[src/rtl/mix_sequencer_if.sv]
// Host-side bus of the mix sequencer: seed loading, run control, result readback and status.
interface mix_sequencer_if;
  logic        load_valid;
  logic [2:0]  load_idx;
  logic [31:0] load_data;
  logic        start;
  logic        free_run;
  logic [2:0]  rd_idx;
  logic [31:0] rd_data;
  logic        busy;
  logic        done;
  logic [15:0] runs;

  modport master (
    output load_valid, load_idx, load_data, start, free_run, rd_idx,
    input  rd_data, busy, done, runs
  );

  modport slave (
    input  load_valid, load_idx, load_data, start, free_run, rd_idx,
    output rd_data, busy, done, runs
  );
endinterface

[src/rtl/mix_sequencer.sv]
// Eight-register mixing sequencer: one in-order register update per clock through a
// single shared arithmetic unit, with start/busy/done handshake and free-run relaunch.
module mix_sequencer #(
  parameter int unsigned ROUNDS = 12
) (
  input logic            clk,
  input logic            rst,
  mix_sequencer_if.slave bus
);

  localparam logic [5:0] MIX_FIRST  = 6'd5;
  localparam logic [5:0] MUL1_PHASE = 6'(5 + ROUNDS);
  localparam logic [5:0] LAST_PHASE = 6'(6 + ROUNDS);

  localparam logic [7:0][31:0] A1_TAB = {32'd19, 32'd17, 32'd13, 32'd11, 32'd7, 32'd5, 32'd3, 32'd2};
  localparam logic [7:0][31:0] B1_TAB = {32'd23, 32'd19, 32'd17, 32'd13, 32'd11, 32'd7, 32'd5, 32'd3};
  localparam logic [7:0][31:0] A2_TAB = {32'd87, 32'd35, 32'd13, 32'd5, 32'd3, 32'd3, 32'd3, 32'd2};
  localparam logic [7:0][31:0] B2_TAB = {32'd343, 32'd216, 32'd125, 32'd64, 32'd27, 32'd8, 32'd1, 32'd0};

  typedef enum logic {IDLE = 1'b0, RUN = 1'b1} state_t;
  typedef enum logic [2:0] {
    OP_INC, OP_CHAIN, OP_SUB, OP_XOR, OP_SHF, OP_MIX, OP_MUL1, OP_MUL2
  } op_t;

  state_t      state_r;
  state_t      state_nxt_s;
  logic [5:0]  phase_r;
  logic [2:0]  idx_r;
  logic [31:0] o_r [8];
  logic        busy_r;
  logic        done_r;
  logic [15:0] runs_r;

  op_t         op_s;
  logic        last_s;
  logic [2:0]  idx_p1_s, idx_p2_s, idx_p3_s, idx_p4_s, idx_p5_s, idx_m1_s, idx_m2_s;
  logic [31:0] mul_a_s, mul_b_s, prod_s, upd_s;

  assign idx_p1_s = idx_r + 3'd1;
  assign idx_p2_s = idx_r + 3'd2;
  assign idx_p3_s = idx_r + 3'd3;
  assign idx_p4_s = idx_r + 3'd4;
  assign idx_p5_s = idx_r + 3'd5;
  assign idx_m1_s = idx_r - 3'd1;
  assign idx_m2_s = idx_r - 3'd2;
  assign last_s   = (phase_r == LAST_PHASE) && (idx_r == 3'd7);

  // Map the current phase onto the operation of the shared unit.
  always_comb begin
    op_s = OP_INC;
    if (phase_r < MIX_FIRST) begin
      op_s = op_t'(phase_r[2:0]);
    end else if (phase_r < MUL1_PHASE) begin
      op_s = OP_MIX;
    end else if (phase_r == MUL1_PHASE) begin
      op_s = OP_MUL1;
    end else begin
      op_s = OP_MUL2;
    end
  end

  assign mul_a_s = (op_s == OP_MUL2) ? A2_TAB[idx_r] : A1_TAB[idx_r];
  assign mul_b_s = (op_s == OP_MUL2) ? B2_TAB[idx_r] : B1_TAB[idx_r];
  assign prod_s  = o_r[idx_r] * mul_a_s;

  // Shared add/sub/xor/shift/multiply unit producing the new value of o[i].
  always_comb begin
    upd_s = o_r[idx_r];
    case (op_s)
      OP_INC:   upd_s = o_r[idx_r] + {29'd0, idx_r};
      OP_CHAIN: upd_s = o_r[idx_r] + o_r[idx_m1_s];
      OP_SUB:   upd_s = o_r[idx_r] + o_r[idx_p1_s] - o_r[idx_p5_s];
      OP_XOR:   upd_s = o_r[idx_r] ^ (o_r[idx_p3_s] << 5'd16);
      OP_SHF:   upd_s = o_r[idx_r] - (o_r[idx_p2_s] >> 5'd17) + (o_r[idx_p4_s] >> 5'd12);
      OP_MIX:   upd_s = o_r[idx_r] + o_r[idx_m1_s] - o_r[idx_m2_s];
      OP_MUL1:  upd_s = prod_s + mul_b_s;
      OP_MUL2:  upd_s = prod_s + mul_b_s;
      default:  upd_s = o_r[idx_r];
    endcase
  end

  // Next-state logic: launch on start or free_run, return to idle after the final update.
  always_comb begin
    state_nxt_s = state_r;
    case (state_r)
      IDLE: begin
        if (bus.start || bus.free_run) begin
          state_nxt_s = RUN;
        end else begin
          state_nxt_s = IDLE;
        end
      end
      RUN: begin
        if (last_s) begin
          state_nxt_s = IDLE;
        end else begin
          state_nxt_s = RUN;
        end
      end
      default: state_nxt_s = IDLE;
    endcase
  end

  // State register.
  always_ff @(posedge clk) begin
    if (rst) begin
      state_r <= IDLE;
    end else begin
      state_r <= state_nxt_s;
    end
  end

  // Register file, step counter and status; loads only land while idle.
  always_ff @(posedge clk) begin
    if (rst) begin
      for (int k = 0; k < 8; k++) begin
        o_r[k] <= 32'(k);
      end
      phase_r <= 6'd0;
      idx_r   <= 3'd0;
      busy_r  <= 1'b0;
      done_r  <= 1'b0;
      runs_r  <= 16'd0;
    end else begin
      busy_r <= (state_nxt_s == RUN);
      done_r <= (state_r == RUN) && last_s;
      case (state_r)
        IDLE: begin
          if (bus.load_valid) begin
            o_r[bus.load_idx] <= bus.load_data;
          end
          phase_r <= 6'd0;
          idx_r   <= 3'd0;
        end
        RUN: begin
          o_r[idx_r] <= upd_s;
          idx_r      <= idx_r + 3'd1;
          if (idx_r == 3'd7) begin
            phase_r <= last_s ? 6'd0 : phase_r + 6'd1;
          end
          if (last_s) begin
            runs_r <= runs_r + 16'd1;
          end
        end
        default: begin
          phase_r <= 6'd0;
          idx_r   <= 3'd0;
        end
      endcase
    end
  end

  assign bus.rd_data = o_r[bus.rd_idx];
  assign bus.busy    = busy_r;
  assign bus.done    = done_r;
  assign bus.runs    = runs_r;

endmodule

[src/flat_wrapper.sv]
// flat-port wrapper written by rule: the top's interface ports become plain ports
module mix_sequencer_flat 
#(
  parameter int unsigned ROUNDS = 12
)
  (clk, rst, bus_load_valid, bus_load_idx, bus_load_data, bus_start, bus_free_run, bus_rd_idx, bus_rd_data, bus_busy, bus_done, bus_runs);
  mix_sequencer_if bus_i ();
  input logic clk;
  input logic rst;
  input wire logic [$bits(bus_i.load_valid)-1:0] bus_load_valid;
  input wire logic [$bits(bus_i.load_idx)-1:0] bus_load_idx;
  input wire logic [$bits(bus_i.load_data)-1:0] bus_load_data;
  input wire logic [$bits(bus_i.start)-1:0] bus_start;
  input wire logic [$bits(bus_i.free_run)-1:0] bus_free_run;
  input wire logic [$bits(bus_i.rd_idx)-1:0] bus_rd_idx;
  output wire logic [$bits(bus_i.rd_data)-1:0] bus_rd_data;
  output wire logic [$bits(bus_i.busy)-1:0] bus_busy;
  output wire logic [$bits(bus_i.done)-1:0] bus_done;
  output wire logic [$bits(bus_i.runs)-1:0] bus_runs;
  assign bus_i.load_valid = bus_load_valid;
  assign bus_i.load_idx = bus_load_idx;
  assign bus_i.load_data = bus_load_data;
  assign bus_i.start = bus_start;
  assign bus_i.free_run = bus_free_run;
  assign bus_i.rd_idx = bus_rd_idx;
  assign bus_rd_data = bus_i.rd_data;
  assign bus_busy = bus_i.busy;
  assign bus_done = bus_i.done;
  assign bus_runs = bus_i.runs;
  mix_sequencer #(.ROUNDS(ROUNDS)) u_core (.clk(clk), .rst(rst), .bus(bus_i));
endmodule
[config.mk]
export PLATFORM = sky130hd
export DESIGN_NAME = mix_sequencer_flat
export DESIGN_NICKNAME = d
export VERILOG_FILES = /design/src/rtl/mix_sequencer_if.sv /design/src/rtl/mix_sequencer.sv /design/src/flat_wrapper.sv
export SDC_FILE = /design/constraint.sdc
export NUM_CORES = 2
export LEC_CHECK = 0
export CAP_MARGIN = 15
export CORE_ASPECT_RATIO = 0.6
export CORE_MARGIN = 1
export CORE_UTILIZATION = 70
export CTS_CLUSTER_SIZE = 12
export DETAILED_ROUTE_END_ITERATION = 6
export PLACE_DENSITY = 0.95
export SKIP_CTS_REPAIR_TIMING = 1
export SLEW_MARGIN = 5
export SYNTH_ARGS = -nofsm -noshare
export SYNTH_HDL_FRONTEND = slang
export SYNTH_SLANG_ARGS = --single-unit
[constraint.sdc]
create_clock -name clk -period 22.2 [get_ports clk]
set_clock_uncertainty 0.1 [all_clocks]
set_input_delay 5.55 -clock clk [delete_from_list [all_inputs] [get_ports clk]]
set_output_delay 5.55 -clock clk [all_outputs]
set_load 0.005 [all_outputs]
==> results.json <==
{
  "cp-endpoint": "bus_rd_data[8]",
  "max_freq_ghz": 0.0715,
  "rsz0062_at_grt": "false",
  "crit_path_cell_trace": "buf_4 -> buf_4 -> mux4_2 -> mux2_2 -> clkdlybuf4s50_1",
  "seqCellArea_mm2": 0.00867,
  "grt_max_degree": 132,
  "status": "complete, but fails checks",
  "critical_path.startpoint": "bus_rd_idx[0]",
  "grt_usage": 0.534,
  "cts-root-buf": "clkbuf_16",
  "layout_commonest_cell": "nor2_1",
  "dpl.hpwl_um": 110000,
  "violations": "design-rule violations",
  "period_minus_slack_ns": 13.99,
  "synth.distinct_cells": 95,
  "grt_overflow": 0,
  "clockBufferDepth": 3,
  "r2r-start": "u_core.idx_r[0]",
  "htree_levels": 1,
  "layout_common_cells": "nor2_1, mux4_2, ha_1",
  "cp-start-kind": "input port",
  "start_util": 0.716,
  "arrival_ns": 8.34,
  "max_stage_delay_ns": 0.85,
  "ios": 93,
  "dr.pass1.iters": 7,
  "slew_viol_final": 0,
  "coreArea_mm2": 0.0564,
  "worst-path-stages": 5,
  "fin_nets": 4400,
  "antenna_found_initial": 8,
  "async_reset_ff_frac": 0,
  "hold_viol_final": 0,
  "crit_top_cell": "buf_4",
  "yosys_register_bits": 304,
  "wl_per_cell_um": 34.0,
  "synth_cells": 3831,
  "fin_crit_sh": 0.630,
  "totalWireLength_um": 157000,
  "syn_area_mm2": 0.0404,
  "cp-end-kind": "output port",
  "p_per_area_mw_per_mm2": 62.7,
  "synth_edf_count": 256,
  "port_buffers": 92,
  "filler_cell_count": 3531,
  "holdCritPathClass": "register to register",
  "clk_latency_ns": 0.67,
  "critPathMaxFanout": 40,
  "stdcell_count": 4612,
  "place_congestion": 1.10,
  "multi_input_area_mm2": 0.0298,
  "grt_pass1_vias": 36500,
  "peakVddDrop_uv": 72.2,
  "die_h_um": 188,
  "dieArea_mm2": 0.0587,
  "maxCapViolCount": 0,
  "tightestPinTransition_ns": 1.31,
  "synth_warnings": 0,
  "dp.cells": 4550,
  "ys_seq_area_frac": 0.214,
  "drtAntennaViolNets": 0,
  "dpl_cell_area_mm2": 0.0421,
  "critical_path.top_delay_family": "buffers and inverters",
  "critPathKind": "input port to output port",
  "vias_per_cell": 8.04,
  "layout-drive-gt1-share": 0.175,
  "r2r-end": "u_core.o_r[5][29]",
  "slew_headroom": 0.119,
  "vias": 37100,
  "worstPathRequired_ns": 16.55,
  "r2r_setup_slack_ns": 11.67,
  "cts_inserted_buffers": 31,
  "setup_viol": 0,
  "cts_sinks": 304,
  "dieWidth_um": 312,
  "syn2layout_area_growth_pct": 6.72,
  "synth_flop_cell": "edfxtp_1",
  "grt_pass1_wl_um": 232000,
  "fin_area_mm2": 0.0431,
  "rows": 67,
  "clk_pin_slew_ns": 0.08,
  "tritoncts": "done",
  "synth.net_count": 4405,
  "power.leakage_uw": 0.0171,
  "synth.avg_cell_area_um2": 10.5,
  "r2r.worst_path.cells": 27,
  "drcViolationCount": 68,
  "slowest_stage": "buf_4",
  "finalSetupTns_ns": 0,
  "drt_iter0_drc": 8417,
  "path_buf_inv": 3
}
-- state kept, by name, indices dropped and copies added, names as in the netlist, named ones only --
signal           flops
u_core.idx_r         3
u_core.mul_a_s       1
u_core.bus.runs     16
u_core.state_r       1
u_core.bus.done      1
u_core.o_r         256
u_core.phase_r       6
-- tightest hold or removal path, stage by stage (launching register included) --
cell,delay [ns]
dfxtp_1,0.33
o21ai_0,0.08
a21oi_1,0.06
-- synth_stat cells, types with 17 or more instances --
library cell	n	area share
mux4_2	350	0.20
and2_1	21	0.0033
edfxtp_1	256	0.19
xor2_1	72	0.016
o21ai_0	113	0.014
o21bai_1	21	0.0039
dfxtp_1	48	0.024
mux2i_1	137	0.034
a211oi_1	38	0.0071
buf_2	19	0.0024
nor2b_1	45	0.0070
nand2b_1	36	0.0056
nand2_1	159	0.015
a31oi_1	21	0.0033
a21oi_1	168	0.021
a221oi_1	21	0.0046
and3_1	25	0.0039
nor2_1	439	0.041
o21a_1	27	0.0050
mux2_2	110	0.031
buf_1	36	0.0033
inv_1	296	0.028
clkbuf_1	153	0.014
ha_1	346	0.11
fa_1	185	0.092
nand4_1	22	0.0034
a21o_1	48	0.0089
o211ai_1	26	0.0048
nor3_1	143	0.018
o22ai_1	17	0.0026
nand3_1	76	0.0094
xnor2_1	104	0.023
-- worst min-delay path by stage --
stage	from	end	slack, ns	cells after the start
floorplan	u_core.bus.runs[7]	u_core.bus.runs[7]	0.38	2
global placement	u_core.bus.runs[9]	u_core.bus.runs[9]	0.38	2
detailed placement	u_core.bus.runs[12]	u_core.bus.runs[12]	0.40	2
CTS	u_core.bus.runs[13]	u_core.bus.runs[13]	0.41	2
global route	u_core.bus.runs[13]	u_core.bus.runs[13]	0.46	2
finish	u_core.bus.runs[13]	u_core.bus.runs[13]	0.42	2
-- metal layers --
layer / GRT usage / part of all wire / vias to the layer above
met2: 0.706 / 0.38 / 4264
li1: - / - / 14400
met5: 0.0617 / 0.0039 / -
met3: 0.286 / 0.20 / 1262
met1: 0.659 / 0.32 / 17200
met4: 0.374 / 0.096 / 22
-- final cells by class --
type,instances,area share
multi-input combinational,3006,0.690
sequential,304,0.201
timing repair buffer,186,0.0383
inverter,297,0.0259
tap,759,0.0220
clock buffer,53,0.0209
clock inverter,5,0.00139
antenna,2,0.000116
-- cell families after synthesis --
logic type / count (synthesis) / share of synthesized area
adder cells (fa/ha/maj): 531 / 0.199
XOR/XNOR: 181 / 0.0406
AO/OA/AOI/OAI: 638 / 0.107
flip-flops: 304 / 0.214
AND/OR/NAND/NOR: 1046 / 0.121
buffers and inverters: 521 / 0.0512
multiplexers: 610 / 0.267
-- per-stage QoR --
step	hold WS [ns]	utilization	setup WS (ns)	total power [µW]
finish	0.419	0.764	8.21	2700
global route	0.461	0.764	8.11	2780
CTS	0.410	0.763	8.25	2590
detailed placement	0.403	0.746	8.31	2070
global placement	0.381	0.746	8.42	2030
floorplan	0.383	-	9.25	1660
-- where the power goes --
part           switching, µW  total, µW  leakage (µW)  internal, µW
Clock                    250        536      0.000464           286
Sequential              51.4        698       0.00301           646
Combinational            898       1470        0.0137           573
Total                   1200       2700        0.0171          1510
Power figures use the tool's default switching activity.
